**src/rtl/mantissa_seq_multiplier.sv**
```systemverilog
// mantissa_seq_multiplier: iterative MSB-first shift-add unsigned mantissa multiplier with sign tag
//
// Ports:
//   clk, rst_n          clock (rising edge), asynchronous active-low reset
//   in_valid/in_ready   operand handshake; mant_a, mant_b, sign_a, sign_b sampled on it
//   out_valid/out_ready result handshake; product (exact mant_a*mant_b), res_sign (sign_a^sign_b)
//   busy                high while a multiplication is in flight or awaiting hand-off
// Build option:
//   MUL_EARLY_TERM_EN   finish as soon as the remaining multiplier bits are all zero
module mantissa_seq_multiplier #(
    parameter int IS_DOUBLE  = 0,
    parameter int MANT_WIDTH = IS_DOUBLE ? 53 : 24,
    parameter int PROD_WIDTH = 2 * MANT_WIDTH,
    parameter int CNT_WIDTH  = $clog2(MANT_WIDTH + 1)
) (
    input  logic                  clk,
    input  logic                  rst_n,
    input  logic                  in_valid,
    output logic                  in_ready,
    input  logic [MANT_WIDTH-1:0] mant_a,
    input  logic [MANT_WIDTH-1:0] mant_b,
    input  logic                  sign_a,
    input  logic                  sign_b,
    output logic                  out_valid,
    input  logic                  out_ready,
    output logic [PROD_WIDTH-1:0] product,
    output logic                  res_sign,
    output logic                  busy
);
    localparam logic [1:0] IDLE = 2'd0;
    localparam logic [1:0] CALC = 2'd1;
    localparam logic [1:0] DONE = 2'd2;

    logic [1:0]            state;
    logic [MANT_WIDTH-1:0] a_reg, b_reg;
    logic [PROD_WIDTH-1:0] acc, step, acc_next;
    logic [CNT_WIDTH-1:0]  cnt;
    logic                  last;

    assign step = (acc << 1) + (b_reg[cnt] ? PROD_WIDTH'(a_reg) : '0);

`ifdef MUL_EARLY_TERM_EN
    logic [MANT_WIDTH-1:0] low_mask;
    // Once no set multiplier bits remain below i, the rest of the shift-add
    // collapses to a single left shift by i.
    always_comb begin
        low_mask = (MANT_WIDTH'(1) << cnt) - MANT_WIDTH'(1);
        last     = ~|(b_reg & low_mask);
        acc_next = last ? step << cnt : step;
    end
`else
    assign last     = (cnt == '0);
    assign acc_next = step;
`endif

    assign in_ready  = (state == IDLE);
    assign out_valid = (state == DONE);
    assign busy      = (state == CALC) || (state == DONE);

    always_ff @(posedge clk or negedge rst_n) begin
        if (!rst_n) begin
            state    <= IDLE;
            a_reg    <= '0;
            b_reg    <= '0;
            acc      <= '0;
            cnt      <= '0;
            product  <= '0;
            res_sign <= 1'b0;
        end else if (state == IDLE) begin
            if (in_valid) begin
                a_reg    <= mant_a;
                b_reg    <= mant_b;
                res_sign <= sign_a ^ sign_b;
                acc      <= '0;
                cnt      <= CNT_WIDTH'(MANT_WIDTH - 1);
                state    <= CALC;
            end
        end else if (state == CALC) begin
            acc <= acc_next;
            cnt <= cnt - 1'b1;
            if (last) begin
                product <= acc_next;
                state   <= DONE;
            end
        end else if (state == DONE) begin
            if (out_ready)
                state <= IDLE;
        end else begin
            state <= IDLE;
        end
    end
endmodule

```
**config.mk**
```make
export PLATFORM = sky130hd
export DESIGN_NAME = mantissa_seq_multiplier
export DESIGN_NICKNAME = d
export VERILOG_FILES = /design/src/rtl/mantissa_seq_multiplier.sv
export SDC_FILE = /design/constraint.sdc
export NUM_CORES = 1
export LEC_CHECK = 0
export BUFFER_PORTS_ARGS = -buffer_cell sky130_fd_sc_hd__buf_4
export CAP_MARGIN = 15
export CORE_ASPECT_RATIO = 0.5
export CORE_UTILIZATION = 45
export DETAILED_ROUTE_END_ITERATION = 12
export PLACE_DENSITY_LB_ADDON = 0.08
export SLEW_MARGIN = 15
export SYNTH_ARGS = -nofsm -noshare
export SYNTH_HDL_FRONTEND = slang
export SYNTH_SLANG_ARGS = --single-unit
```
**constraint.sdc**
```tcl
create_clock -name clk -period 12.07 [get_ports clk]
set_input_delay 1.8105 -clock clk [delete_from_list [all_inputs] [get_ports clk]]
set_output_delay 1.8105 -clock clk [all_outputs]
set_load 0.005 [all_outputs]
```
# Word-level counts from Yosys, hierarchy flattened
# Cells that the tools add are included.
[word_totals]
wordCells = 40
inputBits = 54
out_inout_bits = 52
regBits = 151
[classes]
magnitude_cmp = 1
bitwise = 2
addsub = 2
n_mux = 15
n_eq_ne = 5
reduce_logical = 8
[ops]
columns = ["op", "n"]
rows = [
  ["47-bit two-way mux", 3],
  ["48-bit by 24-bit adder with 48-bit output", 1],
  ["24-bit two-way mux", 1],
  ["5-bit two-way mux", 3],
  ["2-bit two-way mux", 6],
  ["5-bit by 6-bit < comparator with 1-bit output, second input constant", 1],
  ["3-bit AND reduction", 2],
  ["1-bit binary-select mux with 5-bit select", 1],
  ["5-bit zero test", 1],
  ["5-bit by 1-bit subtractor with 5-bit output, second input constant", 1],
  ["4-bit by 2-bit inequality test with 1-bit output, second input constant", 1],
  ["2-bit AND reduction", 2],
  ["3-bit inequality test, second input constant", 1],
  ["2-bit by 1-bit == test with 1-bit output, second input constant", 1],
  ["2-bit == test, second input constant", 1],
  ["2-bit zero test", 1],
  ["2-bit inequality test, second input constant", 1],
  ["2-bit nonzero test", 1],
  ["1-bit logical OR", 1],
  ["1-bit two-way mux", 1],
  ["1-bit NOT", 1],
  ["1-bit bitwise XOR", 1],
]

# Logic depth before layout (Yosys ltp)
[logic_depth]
depth_word = 6
depth_mapped = 21
depth_no_buf = 17

# Least setup slack after synthesis
# OpenSTA, ideal clock, no wires.
[synth_timing]
path_kind = "register -> register"
from = "reg cnt[0]"
to = "reg acc[37]"
synth_period_minus_slack_ps = 4157
required_ps = 12001
setup_ps = 69
slack_ps = 7913
n_path_buf = 3
t_arrival_ps = 4088
stages_incl_launch_ff = 19
path_cell_list = "dfrtp_1 > buf_2 > mux4_2 > and2_1 > a211oi_1 > a211oi_1 > a21oi_1 > clkbuf_1 > nor2b_1 > ha_1 > o211ai_1 > a21o_1 > a31oi_4 > a21oi_2 > o41ai_4 > a221oi_2 > buf_6 > or4_1 > nand3_1"
[synth_between]
elab_chain_len = 6
[synth_rtl]
columns = ["item", "line", "text"]
rows = [
  ["from (decl)", "37", "logic [CNT_WIDTH-1:0] cnt;"],
  ["from (signal assigned)", "75", "cnt <= CNT_WIDTH'(MANT_WIDTH - 1);"],
  ["from (signal assigned)", "80", "cnt <= cnt - 1'b1;"],
  ["1-bit binary-select mux with 5-bit select", "40", "assign step = (acc << 1) + (b_reg[cnt] ? PROD_WIDTH'(a_reg) : '0);"],
  ["1-bit two-way mux (implied by the code)", "40", ""],
  ["24-bit two-way mux", "40", ""],
  ["48-bit by 24-bit adder with 48-bit output", "40", ""],
  ["47-bit two-way mux", "78", "end else if (state == CALC) begin"],
  ["47-bit two-way mux", "69", "end else if (state == IDLE) begin"],
  ["to (signal assigned)", "79", "acc <= acc_next;"],
  ["to (decl)", "36", "logic [PROD_WIDTH-1:0] acc, step, acc_next;"],
]
# No other way between the ends. The select of a mux whose other input is x is not followed.
# A chain may end at the register's enable or synchronous reset.

# Worst setup path after layout
[layout_timing]
from = "reg cnt[0]"
to = "reg acc[40]"
# Same word-level chain as after synthesis.

==> key figures <==
Yosys
  • Mapped Cells: 768
  • Syn nets: 851
  • Cell taking the most area after synthesis: dfrtp_1
  • Yosys top cell area share: 0.4775
  • Synth top area cells: dfrtp_1, mux2_2, nand2_1
  • Synth warnings: 0
  • Post-synth cell types: 60
  • #FFs+latches synth: 151
  • Most common flop cell mapped by yosys: dfrtp_1
  • Ys async rst share: 1.000
  • Mapped cell area: 0.007914 mm^2
  • Number of flops mapped to enable cells by yosys: 0
  • Register area share after synthesis: 0.4775
  • Mean post-synth cell area: 10.30 um^2

Layout
  • Diodes inserted: 0
  • Post-layout instance area: 0.009544 mm^2
  • Area occupied by multi-input gates: 0.003938 mm^2
  • Area growth syn-to-layout: 20.60%
  • Final Core Density: 0.5693
  • Most common cell after layout, fill and taps aside: dfrtp_1
  • Storage cell area: 0.003779 mm^2
  • FILL cells: 1,523
  • Final std cells w/o fill: 1,099
  • Max reg flops: 48
  • Layout cells sized above 1: 0.2546
  • Largest reg by FF count: product
  • Biggest regs: product: 48 flops, acc: 47 flops
  • Most frequent cells in the layout: dfrtp_1, nand2_1, buf_4
  • Nets: 942

Route
  • Vias post-DR: 6,027
  • 1st-pass router iterations: 6
  • Via-per-instance ratio: 5.484
  • Drt total wl: 18.65 mm
  • Antenna Nets Post-Route: 0
  • Routed length per instance: 16.97 um
  • Drt drc: 0
  • Initial DRC count: 342

CTS
  • Clock slew seen by the registers of the worst setup and hold paths: 60 ps
  • Cts hold-fix bufs: 0
  • Post-CTS Setup Inserts: 0
  • Sink Count: 151
  • CTS Buf Count: 17
  • Depth of the CTS H-tree: 4
  • Clk_lat worst skew: 420 ps
  • Root buf cell: clkbuf_16
  • Longest Clk Path Bufs: 2
  • Post-CTS Resized: 0
  • CTS tree: done

Timing
  • Final setup fails: 0
  • Min Tclk post-route: 5014 ps
  • Worst Clk Skew: 10.83 ps
  • Max Slew Vio Count: 0
  • Fin. Hold Viols: 0
  • Final period utilization: 0.4154
  • RSZ-0062 raised after global routing: false
  • Slew margin rel.: 0.4243
  • Setup TNS: 0 ps
  • Highest Clock Rate: 199.5 MHz
  • Tightest Pin Transition: 863.6 ps

Worst setup path
  • CP max stage delay: 640 ps
  • Worst path bufs/invs: 1
  • Cell count along the critical path: 16
  • Setup CP Type: register to register
  • Crit Reg-Reg Startpoint: cnt[0]
  • Critical path arrival: 5300 ps
  • Worst endpoint required time: 12,360 ps
  • Worst R2R Setup Slack: 7060 ps
  • R2R Path End: acc[40]
  • Crit Path Max Fanout: 24
  • Startpoint types: register
  • CP Capture Type: register
  • Worst path most repeated cell: a211oi_1
  • Cells along the critical path: mux4_2, and2_1, a211oi_1, a211oi_1, a21oi_4, nand2b_1, inv_1, ha_1, a211oi_1, o211ai_1, a31oi_1, a21oi_2, nor2_4, nor3_1, xnor2_1, o21ai_0
  • CP max stage cell: dfrtp_1
  • Reg2Reg Depth: 16
  • Top Family by Delay on Critical Path: compound AO/OA/AOI/OAI gates

Floorplan
  • Core area: 0.01676 mm^2
  • Initial Util: 0.4721
  • I/O pin total: 106
  • DIE WIDTH: 189.5 um
  • Die area: 0.01815 mm^2
  • Chip height: 95.77 um
  • Core Rows: 33

Placement
  • Placed Area: 0.008897 mm^2
  • DP HPWL: 12.63 mm
  • GPL Wtd Cong: 0.8453
  • Input/output buffers: 105
  • Placed insts: 1,066

Hold path
  • Hold Crit Endpoint: product[12]
  • Hold depth: 2
  • Hold Crit Class: register to register
  • Hold path start: product[12]

Pwr
  • Power Dens Cells: 222.4 mW/mm^2
  • Max VDD drop: 121.2 uV
  • Power consumption: 0.002123 W
  • Leakage: 4.367 nW

Global route
  • Largest net degree at the start of global routing: 85
  • Initial antenna violation count: 0
  • Vias in the first global route: 6,004
  • Total grt overflow: 0
  • GRT Util Overall: 0.2206
  • Global-route wire length before repair: 31.09 mm

Run status
  • Outcome: complete, no violations

Run
  • Max-cap violation count: 0
-- worst reg2reg max path, delay by kind of cell (launching register included) --
family,cells,cell delay (ps)
compound gates,8,2220
simple gates,4,840
flops,1,640
mux,1,550
fa+ha+maj,1,290
xor+xnor,1,260
buf+inv,1,70
-- report_power, final --
part	switching (W)	internal [W]	total, W	leakage (nW)
registers	0.0000802	0.000628	0.000708	1.97
logic	0.000478	0.000361	0.000840	2.10
clock network	0.000217	0.000358	0.000575	0.304
-- stage by stage --
step,setup WS [ps],hold slack [ps]
after global routing,6587,514.1
after detailed placement,6457,462.1
after CTS,6438,477.2
after global placement,6671,460.4
after floorplan,7913,456.3
final,7056,469.0
-- how the worst max path moves through the flow --
| stage | startpoint | to |
|---|---|---|
| 2_1_floorplan | cnt[0] | acc[37] |
| 3_3_place_gp | cnt[0] | product[25] |
| 3_5_place_dp | cnt[0] | product[25] |
| 4_1_cts | cnt[0] | product[25] |
| 5_1_grt | cnt[0] | product[22] |
| 6_report | cnt[0] | acc[40] |
-- routing by layer --
| layer | GRT usage | vias to the layer above | routed length (um) |
|---|---|---|---|
| met1 | 0.3138 | 2950 | 9492 |
| met3 | 0.04047 | 13 | 664 |
| met2 | 0.3455 | 129 | 8300 |
| met5 | 0 | - | 0 |
| li1 | - | 2935 | - |
| met4 | 0.06384 | 0 | 197 |
-- final cells by class --
class                   instances  area share
repair buffers                113     0.08928
clock inverters                11     0.01796
flip-flops and latches        151      0.3959
clock buffers                  21     0.04824
multi-input cells             560      0.4126
well taps                     227     0.02976
inverters                      16    0.006293
-- logic make-up after synthesis --
group | Yosys count | synth area share
multiplexers | 61 | 0.09518
AND/OR/NAND/NOR | 249 | 0.1559
adder cells (fa/ha/maj) | 29 | 0.04680
buffers and inverters | 57 | 0.02877
XOR/XNOR | 39 | 0.04316
AO/OA/AOI/OAI | 182 | 0.1527
flip-flops | 151 | 0.4775
-- cells in the mapped netlist, types with 6 or more instances --
cell type	instances
a21o_1	10
a21oi_1	34
a22o_1	19
a31oi_1	6
and3_1	6
clkbuf_1	32
dfrtp_1	151
ha_1	28
inv_1	16
mux2_2	54
mux4_2	6
nand2_1	121
nand2b_1	8
nand3_1	24
nand4_1	7
nor2_1	20
nor2b_1	23
o211ai_1	12
o21ai_0	55
o21ai_1	11
or4_1	11
xnor2_1	25
xor2_1	14
Power figures use the tool's default switching activity.
